==> src/rtl/riscv_biu_ahb_burst.sv <==
// riscv_biu_ahb_burst: turns cache BIU strobe/burst requests into AHB3-Lite
// master transfers (SINGLE, INCR4/8/16, WRAP4/8/16) with the address phase of
// one beat overlapping the data phase of the previous one, back-to-back bursts
// and two-cycle error responses.
module riscv_biu_ahb_burst #(
  parameter int XLEN = 32,
  parameter int PLEN = XLEN
) (
  input  logic            clk_i,
  input  logic            rst_i,
  input  logic            biu_stb_i,
  output logic            biu_stb_ack_o,
  output logic            biu_d_ack_o,
  input  logic [PLEN-1:0] biu_adri_i,
  output logic [PLEN-1:0] biu_adro_o,
  input  logic [2:0]      biu_size_i,
  input  logic [2:0]      biu_type_i,
  input  logic            biu_lock_i,
  input  logic [2:0]      biu_prot_i,
  input  logic            biu_we_i,
  input  logic [XLEN-1:0] biu_d_i,
  output logic [XLEN-1:0] biu_q_o,
  output logic            biu_ack_o,
  output logic            biu_err_o,
  output logic            HSEL,
  output logic [PLEN-1:0] HADDR,
  output logic [XLEN-1:0] HWDATA,
  input  logic [XLEN-1:0] HRDATA,
  output logic            HWRITE,
  output logic [2:0]      HSIZE,
  output logic [2:0]      HBURST,
  output logic [3:0]      HPROT,
  output logic [1:0]      HTRANS,
  output logic            HMASTLOCK,
  input  logic            HREADY,
  input  logic            HRESP
);

  localparam logic [1:0] HT_IDLE   = 2'b00;
  localparam logic [1:0] HT_NONSEQ = 2'b10;
  localparam logic [1:0] HT_SEQ    = 2'b11;

  localparam logic [2:0] BT_SINGLE = 3'b000;
  localparam logic [2:0] BT_INCR   = 3'b001;
  localparam logic [2:0] BT_WRAP4  = 3'b010;
  localparam logic [2:0] BT_INCR4  = 3'b011;
  localparam logic [2:0] BT_WRAP8  = 3'b100;
  localparam logic [2:0] BT_INCR8  = 3'b101;
  localparam logic [2:0] BT_WRAP16 = 3'b110;
  localparam logic [2:0] BT_INCR16 = 3'b111;

  localparam logic [PLEN-1:0] ONE = {{(PLEN-1){1'b0}}, 1'b1};

  typedef enum logic [1:0] {ST_IDLE, ST_ADDR, ST_ERR} state_t;

  state_t          state;
  logic [3:0]      cnt;
  logic [1:0]      htrans_r;
  logic            dvalid;
  logic [PLEN-1:0] adro_r;

  logic err_any, err_first, acc, last_acc;

  // Remaining beats after the first one, for the burst length encoded in type.
  function automatic logic [3:0] type2cnt(input logic [2:0] t);
    case (t)
      BT_WRAP4,  BT_INCR4:  return 4'd3;
      BT_WRAP8,  BT_INCR8:  return 4'd7;
      BT_WRAP16, BT_INCR16: return 4'd15;
      default:              return 4'd0;
    endcase
  endfunction

  // Next beat address; incrementing bursts use an all-ones mask so the same
  // expression covers both the linear and the wrapping case.
  function automatic logic [PLEN-1:0] next_addr(input logic [PLEN-1:0] a,
                                                input logic [2:0]      sz,
                                                input logic [2:0]      bt);
    logic [PLEN-1:0] inc, mask;
    inc = ONE << sz;
    case (bt)
      BT_WRAP4:  mask = (inc << 2) - ONE;
      BT_WRAP8:  mask = (inc << 3) - ONE;
      BT_WRAP16: mask = (inc << 4) - ONE;
      default:   mask = '1;
    endcase
    return (a & ~mask) | ((a + inc) & mask);
  endfunction

  // An error response is in progress whenever the live data phase sees HRESP.
  assign err_any   = dvalid & HRESP;
  assign err_first = err_any & ~HREADY;
  assign acc       = HREADY & (htrans_r != HT_IDLE);
  assign last_acc  = (state == ST_ADDR) & acc & (cnt == 4'd0);

  assign biu_stb_ack_o = biu_stb_i & HREADY & ((state == ST_IDLE) | last_acc) & ~err_any;
  assign biu_d_ack_o   = acc & HWRITE;
  assign biu_ack_o     = dvalid & HREADY & ~HRESP;
  assign biu_err_o     = dvalid & HREADY & HRESP;
  assign biu_q_o       = dvalid ? HRDATA : '0;
  assign biu_adro_o    = adro_r;

  // The pending beat is withdrawn in the very first error cycle.
  assign HTRANS = err_first ? HT_IDLE : htrans_r;

  // Address-phase FSM: loads a new burst, steps beats, aborts on error.
  always_ff @(posedge clk_i or posedge rst_i) begin
    if (rst_i) begin
      state     <= ST_IDLE;
      cnt       <= 4'd0;
      htrans_r  <= HT_IDLE;
      HSEL      <= 1'b0;
      HADDR     <= '0;
      HWRITE    <= 1'b0;
      HSIZE     <= 3'b000;
      HBURST    <= BT_SINGLE;
      HPROT     <= 4'b0000;
      HMASTLOCK <= 1'b0;
    end else if (err_first) begin
      state    <= ST_ERR;
      htrans_r <= HT_IDLE;
      HSEL     <= 1'b0;
      cnt      <= 4'd0;
    end else if (biu_stb_ack_o) begin
      state     <= ST_ADDR;
      htrans_r  <= HT_NONSEQ;
      HSEL      <= 1'b1;
      HADDR     <= biu_adri_i;
      HWRITE    <= biu_we_i;
      HSIZE     <= biu_size_i;
      HBURST    <= (biu_type_i == BT_INCR) ? BT_SINGLE : biu_type_i;
      HPROT     <= {biu_prot_i[2], 1'b0, biu_prot_i[1], biu_prot_i[0]};
      HMASTLOCK <= biu_lock_i;
      cnt       <= type2cnt(biu_type_i);
    end else begin
      case (state)
        ST_ADDR: if (acc) begin
          if (cnt != 4'd0) begin
            htrans_r <= HT_SEQ;
            HADDR    <= next_addr(HADDR, HSIZE, HBURST);
            cnt      <= cnt - 4'd1;
          end else begin
            state    <= ST_IDLE;
            htrans_r <= HT_IDLE;
            HSEL     <= 1'b0;
          end
        end
        ST_ERR: if (HREADY) state <= ST_IDLE;
        default: ;
      endcase
    end
  end

  // Data phase: tracks the beat in flight and latches write data on accept.
  always_ff @(posedge clk_i or posedge rst_i) begin
    if (rst_i) begin
      dvalid <= 1'b0;
      adro_r <= '0;
      HWDATA <= '0;
    end else if (HREADY) begin
      dvalid <= acc;
      if (acc) adro_r <= HADDR;
      if (acc & HWRITE) HWDATA <= biu_d_i;
    end
  end

endmodule

==> config.mk <==
export PLATFORM = sky130hd
export DESIGN_NAME = riscv_biu_ahb_burst
export DESIGN_NICKNAME = d
export VERILOG_FILES = /design/src/rtl/riscv_biu_ahb_burst.sv
export SDC_FILE = /design/constraint.sdc
export NUM_CORES = 1
export LEC_CHECK = 0
export CORE_MARGIN = 5
export CORE_UTILIZATION = 48
export CTS_CLUSTER_DIAMETER = 60
export DETAILED_ROUTE_END_ITERATION = 6
export PLACE_DENSITY_LB_ADDON = 0.2
export SETUP_SLACK_MARGIN = 0.02
export SYNTH_ARGS = -nofsm -noshare
export SYNTH_HDL_FRONTEND = slang
export SYNTH_SLANG_ARGS = --single-unit
==> constraint.sdc <==
create_clock -name clk_i -period 6.58 [get_ports clk_i]
set_input_delay 0.658 -clock clk_i [delete_from_list [all_inputs] [get_ports clk_i]]
set_output_delay 0.658 -clock clk_i [all_outputs]
set_load 0.02 [all_outputs]
* Word level (Yosys, flattened, before mapping)
Index checks and enable logic that the tools add are counted.
** Word-level totals
- Flip-flop bits (word level) :: 117
- Bits of input ports :: 112
- Output and inout bits :: 147
- Word-level logic and storage cells :: 113
** Cells by class
- Add/subtract/negate cells :: 5
- Equal/unequal tests :: 16
- Shift operators :: 1
- Muxes and demuxes :: 35
- Bitwise operators :: 21
- Reduce and logical (&&, ||, !) cells :: 22
** Operators by type and width (number)
- two-way mux 32 bit :: 10
- case mux 32 bit (3 select lines) :: 1
- subtractor 32 x 1 -> 32 bit, second input constant :: 3
- AND 32 bit :: 2
- adder 32 bit :: 1
- NOT 32 bit :: 1
- bitwise OR 32 bit :: 1
- << shifter 1 x 3 -> 32 bit, first input constant :: 1
- two-way mux 2 bit :: 11
- two-way mux 4 bit :: 5
- equality test 3 bit, second input constant :: 6
- AND 1 bit :: 12
- inequality test 4 bit, second input constant :: 3
- case mux 4 bit (3 select lines) :: 1
- equality test 3 x 2 -> 1 bit, second input constant :: 3
- nonzero test 3 bit :: 3
- AND reduction 2 bit :: 4
- AND reduction 4 bit :: 2
- nonzero test 2 bit :: 4
- nonzero test 4 bit :: 2
- AND reduction 3 bit :: 2
- OR reduction 2 bit :: 3
- two-way mux 1 bit :: 5
- logical NOT 4 bit :: 1
- other kinds (10) :: 13

* Longest topological paths before layout
- Depth after elaboration :: 16
- Mapped depth :: 14

* Worst setup path after synthesis
No wires, ideal clock.
- Path type :: register -> register
- Start :: reg HSIZE[2]
- End :: reg with a tool-made name
- Library setup time :: 0.124 ns
- Data arrival time :: 2.903 ns
- Required time :: 6.456 ns
- Setup slack :: 3.553 ns
- Cell stages (with the launch flop) :: 14
- Clock period less this slack :: 3.027 ns
- Cells stage by stage :: dfrtp_1 > buf_2 > clkbuf_1 > nor3_1 > ha_1 > fa_1 > o21ai_0 > o21ai_1 > a211oi_1 > or2_1 > buf_6 > buf_2 > nor3_1 > o31a_1
** RTL lines
- from (decl) :: line 30 : output logic [2:0] HSIZE,
- from (signal assigned) :: line 130 : HSIZE <= biu_size_i;

* Worst setup path after layout
- Start :: in HREADY
- End :: out biu_d_ack_o
** On the way
- Word-level cells in the longest chain between the ends :: 2
** Ends and longest elaborated chain
- from (decl) :: line 35 : input logic HREADY,
- AND 1 bit :: line 93 : assign acc = HREADY & (htrans_r != HT_IDLE);
- AND 1 bit :: line 97 : assign biu_d_ack_o = acc & HWRITE;
- to (decl) :: line 13 : output logic biu_d_ack_o,
Every way passes these cells.

==> impl_metrics.tcl <==
set metrics [dict create \
    powerDensity_nw_per_um2 486 \
    root_buffer "clkbuf_16" \
    synthesis.nets 862 \
    ctsHoldBuffers 0 \
    start_kind "primary input" \
    grt_pass1_wl_mm 33.1 \
    maxCapViolCount 0 \
    clk_latency_ps 410 \
    drive_above_1_share 0.0806 \
    grt_pass1_vias 6168 \
    grt_usage 0.258 \
    slew_headroom 0.372 \
    dp_worst_setup_slack_ps 2870 \
    fin_nets 1095 \
    syn_to_final_growth_pct 49.3 \
    ant_nets 0 \
    ys_warn_count 0 \
    critPathMaxFanout 33 \
    hpwlAfterDp_mm 14.6 \
    rows 42 \
    timing_hold_violations_final 0 \
    path_clk_slew_ps 50 \
    post-synth-top-count-cell "nand2_1" \
    gp_congestion 0.867 \
    ys_ff_latch 117 \
    initial_core_util 0.491 \
    synthCells 738 \
    clock-sinks 117 \
    fp.dieW_um 126 \
    fin_setup_tns_ps 0 \
    mappedNetlistArea_um2 6500 \
    via_per_inst 5.55 \
    design.die.area_um2 16000 \
    holdCritPathClass "register to register" \
    port_buffers 257 \
    finalCriticalPeriod_ps 3720 \
    min_period_over_period 0.565 \
    vias 6418 \
    final.setup.worst_slack_ps 2860 \
    outcome "completed" \
    cts.path.max_buffers 2 \
    drc_errors 0 \
    yosys-top-cells-area "dfrtp_1 (45%), nand2_1 (9.5%), mux2_2 (5.5%)" \
    core_um2 13200 \
    htreeDepth 4 \
    worstPathRequired_ps 5920 \
    synth_ff_type "dfrtp_1" \
    fmaxAchievable_mhz 269 \
    yosysSeqAreaShare 0.450 \
    finClkSkew_ps 10.3 \
    grt_setup_unrepaired "no" \
    cts_tree "yes" \
    synth_edf_count 0 \
    synthArstFlopShare 1.00 \
    finalPower_mw 4.72 \
    vdd_drop_max_uv 322 \
    cts_inserted_buffers 17 \
    drv_slew 0 \
    p_leak_nw 4.10 \
    setup_violations 0 \
    syn_avg_cell_area_um2 8.81 \
    diodes 0 \
    crit_path_end_kind "output pin" \
    crit_type "primary input to output pin" \
    synth_commonest_cells "nand2_1 (164), dfrtp_1 (117), and2_1 (38)" \
    worstPathArrival_ps 3060 \
    synth_cell_type_count 72 \
    synth_top_area_cell "dfrtp_1" \
    grt_overflow 0 \
    ioPinCount 259 \
    avgRoutedWirePerCell_um 18.0 \
    post_cts_buffers 0 \
    wirelength_mm 20.8 \
    antenna_found_initial 0 \
    first_pass_iters 5 \
    grt_max_degree 66 \
    drt_iter0_markers 501 \
    ctsResizeCount 0 \
    worst_pin_slew_ps 939 \
    die_height_um 126 \
    synth.top_cell.area_share 0.450 \
]
per-layer routing:
layer  GRT usage  part of all wire
met2       0.422              0.49
met1       0.340              0.42
met3      0.0677             0.067
met4      0.0719             0.021
met5           0                 0
area by class of cell:
type | count | area [um2]
Clock buffer | 24 | 492
Clock inverter | 4 | 72.6
Fill cell | 994 | 3530
Inverter | 19 | 73.8
Multi-Input combinational cell | 553 | 3310
Sequential cell | 117 | 2930
Tap cell | 176 | 220
Timing Repair Buffer | 263 | 2620
worst max-delay path, cell delays in order:
cell	delay [ps]
clkdlybuf4s50_1	780
o21a_1	210
buf_4	330
nand2_1	90
buf_4	270
inv_1	90
clkdlybuf4s50_1	600
cells by family (layout without fill, tap and decap cells):
group,Yosys count,after routing,synth area share
simple gates,368,368,0.277
flops,117,117,0.450
other cells,1,1,0.000577
compound gates,131,131,0.134
fa+ha+maj,13,13,0.0258
xor+xnor,4,4,0.00539
mux,36,36,0.0616
buf+inv,68,310,0.0456
report_power, final:
| part | total (mW) | leakage [nW] | internal [mW] | switching (mW) |
|---|---|---|---|---|
| clock network | 0.889 | 0.274 | 0.587 | 0.302 |
| logic | 2.39 | 2.45 | 1.12 | 1.27 |
| registers | 1.44 | 1.38 | 1.04 | 0.391 |
| total | 4.72 | 4.10 | 2.76 | 1.96 |
metrics by stage:
step           area [um2]  std cells   util  hold WS [ps]
2_1_floorplan        6500        738      -           553
3_3_place_gp         9150       1128  0.691           457
3_5_place_dp         9150       1128  0.691           461
4_1_cts              9710       1156  0.733           474
5_1_grt              9710       1156  0.733           488
6_report             9710       1156  0.733           471
layout by cell type (no fill, tap or decap), types with 4 or more instances in the layout:
cell / count
clkdlybuf4s50_1: 257
nand2_1: 164
dfrtp_1: 117
and2_1: 38
nor2_1: 34
nand3_1: 34
mux2_2: 32
a21oi_1: 30
o21ai_0: 29
nor3_1: 20
clkbuf_16: 17
inv_1: 16
nand4_1: 15
a31oi_1: 12
ha_1: 11
nor4_1: 10
and3_1: 10
or4_1: 8
o211ai_1: 8
buf_4: 6
nor3b_1: 5
nand2b_1: 5
a21o_1: 5
o31ai_1: 5
o31a_1: 5
nor2b_1: 4
o21ai_1: 4
mux2i_1: 4
or3_1: 4
o41ai_1: 4
clkbuf_8: 4
path summary, 6_finish.rpt:
kind / from / end / slack, ps / cells after the start
min: biu_adro_o[6] / biu_adro_o[6] / 470 / 2
min in group asynchronous: rst_i / HWDATA[5] / 700 / 2
max: HREADY / biu_d_ack_o / 2860 / 7
min reg2reg: biu_adro_o[6] / biu_adro_o[6] / 470 / 2
max in group asynchronous: rst_i / async pin / 4590 / 3
max reg2reg: HSIZE[2] / register / 3170 / 9
Power figures use the tool's default switching activity.
==> variant 1 (same flow settings) <==
The parameter `XLEN` goes from 32 to 48.
--- a/src/rtl/riscv_biu_ahb_burst.sv
+++ b/src/rtl/riscv_biu_ahb_burst.sv
@@ -3,7 +3,7 @@
 // one beat overlapping the data phase of the previous one, back-to-back bursts
 // and two-cycle error responses.
 module riscv_biu_ahb_burst #(
-  parameter int XLEN = 32,
+  parameter int XLEN = 48,
   parameter int PLEN = XLEN
 ) (
   input  logic            clk_i,
Ports: changed (7 resized); port bits go from 259 to 371. No check against the original RTL was run, so the function may have changed too.
==> variant 1 against the unedited design <==
First-iteration DRC count grew 24%; core utilization shrank 0.090 points; routed wire length grew 45%; sequential cell count grew 48; clock power grew 12%; area after synthesis grew 33%; die area grew 30%; largest power group unchanged; cell count grew 25%; power grew 36%; setup slack lost 26 ps; cell area grew 35%.
==> variant 1: results (changes against the unedited design) <==
clk tree area frac: 4.48% (-1.3 points)
routability congestion estimate: 0.913 (+5.3%)
# diodes: 1 (+1)
inverters: 22 (+3)
ranking of synthesized cells by area: dfrtp_1 48%, mux2_2 12%, nand2_1 4.2%
initial drt markers: 621 (+24%)
Tightest Pin Transition: 1210 ps (+273 ps)
pre-CTS setup slack: 2760 ps (-115 ps)
multi-input logic area: 4220 µm² (+28%)
placed instance count: 1416 (+26%)
reg2reg setup slack: 2990 ps (-180 ps)
count of buffers from port buffering: 369 (+44%)
Worst-path clk slew: 70 ps (+20 ps)
Tot GR Track Use: 27.8% (+2.0 points)
worst-path fanout max: 19 (-42%)
Core Util, Final: 73.2% (-0.090 points)
fill count: 1336 (+34%)
Metal-1 WL: 12100 µm (+38%)
Arr. time, crit path: 3090 ps (+30 ps)
share of cells above drive strength 1: 12.2% (+4.2 points)
leakage power figure: 5.25 nW (+28%)
hpwl dp: 22400 µm (+53%)
drt via density: 5.71 (+2.8%)
Detail Route met2 WL: 14200 µm (+39%)
met1 usage: 36.4% (+2.4 points)
sequential-to-total area share from yosys stat: 47.7% (+2.6 points)
WHS: 480 ps (+9.48 ps)
Avg Cell Area, Syn: 10.0 µm² (+14%)
Peak VDD IR: 273 µV (-15%)
GRT met2 Usage: 44.0% (+1.8 points)
buffering overhead: 28.7% (+1.8 points)
dpl cell area: 12500 µm² (+36%)
Worst-Skew Late Latency: 430 ps (+20 ps)
Multi-In Gates: 623 (+13%)
num sequential: 165 (+41%)
CP max stage delay: 720 ps (-60 ps)
Seq/total area: 31.6% (+1.4 points)
die width: 144 µm (+14%)
met3 Use GR: 8.53% (+1.8 points)
Synth Net Count: 1037 (+20%)
detailed-route wire length per cell: 20.8 µm (+15%)
Commonest cells post-synth: 165 x dfrtp_1, 97 x nand2_1, 91 x mux2_2, 51 x and2_1, 47 x o21ai_0
sw frac: 42.4% (+0.80 points)
status: completed
Non-clock buffers: 377 (+43%)
==> variant 1: kinds of logic (layout without fill, tap and decap cells) <==
| kind of cell | after synthesis | after routing | share of synthesized area (%) |
|---|---|---|---|
| adders and majority gates | 13 | 13 | 1.94 |
| muxes | 94 | 94 | 12.2 |
| buffers and inverters | 77 | 431 | 3.71 |
| other | 1 | 2 | 0.0433 |
| DFF | 165 | 165 | 47.7 |
| xor gates and xnor gates | 14 | 14 | 1.42 |
| and+or+nand+nor | 329 | 329 | 19.7 |
| AOI/OAI and AO/OA | 172 | 172 | 13.4 |
==> variant 1: power by group through the flow <==
stage	logic (mW)	registers, mW	clock network [mW]
detailed placement	3.40	2.02	0
floorplan	1.38	2.41	0
global route	3.62	2.09	1.06
finish	3.40	2.02	0.999
CTS	3.42	2.01	1.01
global placement	3.34	2.00	0
==> variant 2 (same flow settings) <==
Without the edit above. Make the reset (`rst_i`) synchronous in 2 clocked blocks.
--- a/src/rtl/riscv_biu_ahb_burst.sv
+++ b/src/rtl/riscv_biu_ahb_burst.sv
@@ -104,7 +104,7 @@
   assign HTRANS = err_first ? HT_IDLE : htrans_r;
 
   // Address-phase FSM: loads a new burst, steps beats, aborts on error.
-  always_ff @(posedge clk_i or posedge rst_i) begin
+  always_ff @(posedge clk_i) begin
     if (rst_i) begin
       state     <= ST_IDLE;
       cnt       <= 4'd0;
@@ -152,7 +152,7 @@
   end
 
   // Data phase: tracks the beat in flight and latches write data on accept.
-  always_ff @(posedge clk_i or posedge rst_i) begin
+  always_ff @(posedge clk_i) begin
     if (rst_i) begin
       dvalid <= 1'b0;
       adro_r <= '0;
Formal check against the unedited RTL: differs if rst_i is asserted again (counterexample within 4 cycles, from zero or initial values and one cycle with rst_i high); with rst_i held inactive, the same outputs for 4 cycles.
==> variant 2 against the unedited design <==
Area after synthesis down 3.3%; clock skew fell by 2.2 ps; setup slack worse by 360 ps; hold slack got worse by 21 ps; largest cell class unchanged; fmax is 8.7% lower; routed wire length rose by 9.8%; sequential share of layout area is 5.5 points lower; cell area fell by 2.3%; synthesized cell count rose by 13%; sequential cell count is the same.
Power is not compared: it rests on default switching activity, and its combinational part moved more than twofold at a synthesized area within 25%.
==> variant 2: results (changes against the unedited design) <==
pre-CTS setup slack: 2530 ps (-343 ps)
Pre-antenna DRT Iters: 6 (+1)
compound-cell area share of the yosys netlist: 25.4% (+12 points)
largest net degree at the start of global routing: 79 (+20%)
Worst-Skew Late Latency: 410 ps (about the same)
share of cells above drive strength 1: 5.42% (-2.6 points)
sequential-to-total area share from yosys stat: 37.2% (-7.8 points)
routability congestion estimate: 0.923 (+6.4%)
detailed-route wire length per cell: 18.4 µm (+2.0%)
Tot GR Track Use: 28.5% (+2.8 points)
clk_skew: 8.06 ps (-2.24 ps)
via count: 7095 (+11%)
area share of fa/ha/maj cells after synthesis: 2.47% (-0.11 points)
drt via density: 5.70 (+2.7%)
ys flop type: dfxtp_1
ranking of synthesized cells by area: dfxtp_1 37%, nand2_1 12%, a21oi_1 8.8%
synth warn: 0 (unchanged)
Worst R2R Path Depth: 8 (-1)
vias in the first global route: 6587 (+6.8%)
Commonest cells post-synth: 195 x nand2_1, 117 x dfxtp_1, 111 x a21oi_1, 41 x clkbuf_1, 40 x nor2_1
initial drt markers: 688 (+37%)
Peak VDD IR: 188 µV
placed instance count: 1212 (+7.4%)
reg2reg setup slack: 3250 ps (+80 ps)
xor/xnor cell area share of the yosys netlist: 1.39% (+0.85 points)
multiplexer share of the synthesized area: 0.477% (-5.7 points)
fraction of registers with async set/reset: 0% (-100 points)
initial antenna violation count: 1 (+1)
Critical Path Start: HREADY
worst r2r src: HSIZE[0]
fill count: 1031 (+3.7%)
Tightest Pin Transition: 962 ps (+23.8 ps)
count of cell types in the netlist: 81 (+13%)
Avg Cell Area, Syn: 7.53 µm² (-15%)
hpwl dp: 16400 µm (+12%)
number of synthesized flops with an enable pin: 0 (unchanged)
CTS buffer count: 17 (unchanged)
global-route wire length before repair: 36000 µm (+8.7%)
Synth Net Count: 958 (+11%)
minimum clock period: 4080 ps (+356 ps)
status: completed
CP max stage delay: 760 ps (-20 ps)
Arr. time, crit path: 3420 ps (+360 ps)
variant 2: cell types whose count changed in the layout (fill, tap and decap cells not counted), moves of 9 or more:
cell / unedited run / this run
nand2_1: 164 / 195
dfrtp_1: 117 / 0
nand4_1: 15 / 6
o21ai_0: 29 / 17
dfxtp_1: 0 / 117
mux2_2: 32 / 0
a21oi_1: 30 / 111
variant 2: how the worst min path moves through the flow:
stage,start,end,slack [ps],depth (start not counted)
CTS,biu_adro_o[12],biu_adro_o[12],450,2
global placement,biu_adro_o[7],biu_adro_o[7],440,2
detailed placement,HWDATA[4],HWDATA[4],450,2
floorplan,cnt[1],cnt[1],450,2
finish,biu_adro_o[11],biu_adro_o[11],450,2
global route,HPROT[3],HPROT[3],470,2
variant 2: layout make-up:
type                    count  share of cell area (%)
diodes                      1                  0.0264
clock buffers              22                    4.79
clock inverters             9                    1.61
inverters                  15                   0.593
multi-input cells         644                    38.4
flip-flops and latches    117                    24.7
well taps                 172                    2.27
repair buffers            264                    27.6
variant 2: where the power goes:
group	switching, mW	internal, mW
Combinational	0.162	0.162
Clock	0.323	0.639
Sequential	0.0498	0.737
variant 2: layer usage:
metal	part of all wire, %	track usage (%)
met1	41	35.6
met2	49	47.9
met3	8.0	7.89
met4	2.2	8.77
met5	0	0
variant 2: per-stage QoR:
stage | hold WS [ps] | instance area, µm²
floorplan | 445 | 6290
global route | 469 | 9490
CTS | 453 | 9490
finish | 450 | 9490
global placement | 440 | 8880
detailed placement | 446 | 8880
variant 2: worst register-to-register path: cells and delay by family, from the launching register on:
kind	cells	cell delay, ps
and+or+nand+nor	1	410
AOI/OAI and AO/OA	5	1380
adders and majority gates	2	670
DFF	1	780
variant 2: cell families (layout without fill, tap and decap cells):
group | count (synthesis) | after routing
mux | 3 | 3
xor+xnor | 10 | 10
fa+ha+maj | 12 | 12
compound gates | 243 | 243
other cells | 1 | 2
flops | 117 | 117
buf+inv | 74 | 310
simple gates | 375 | 375
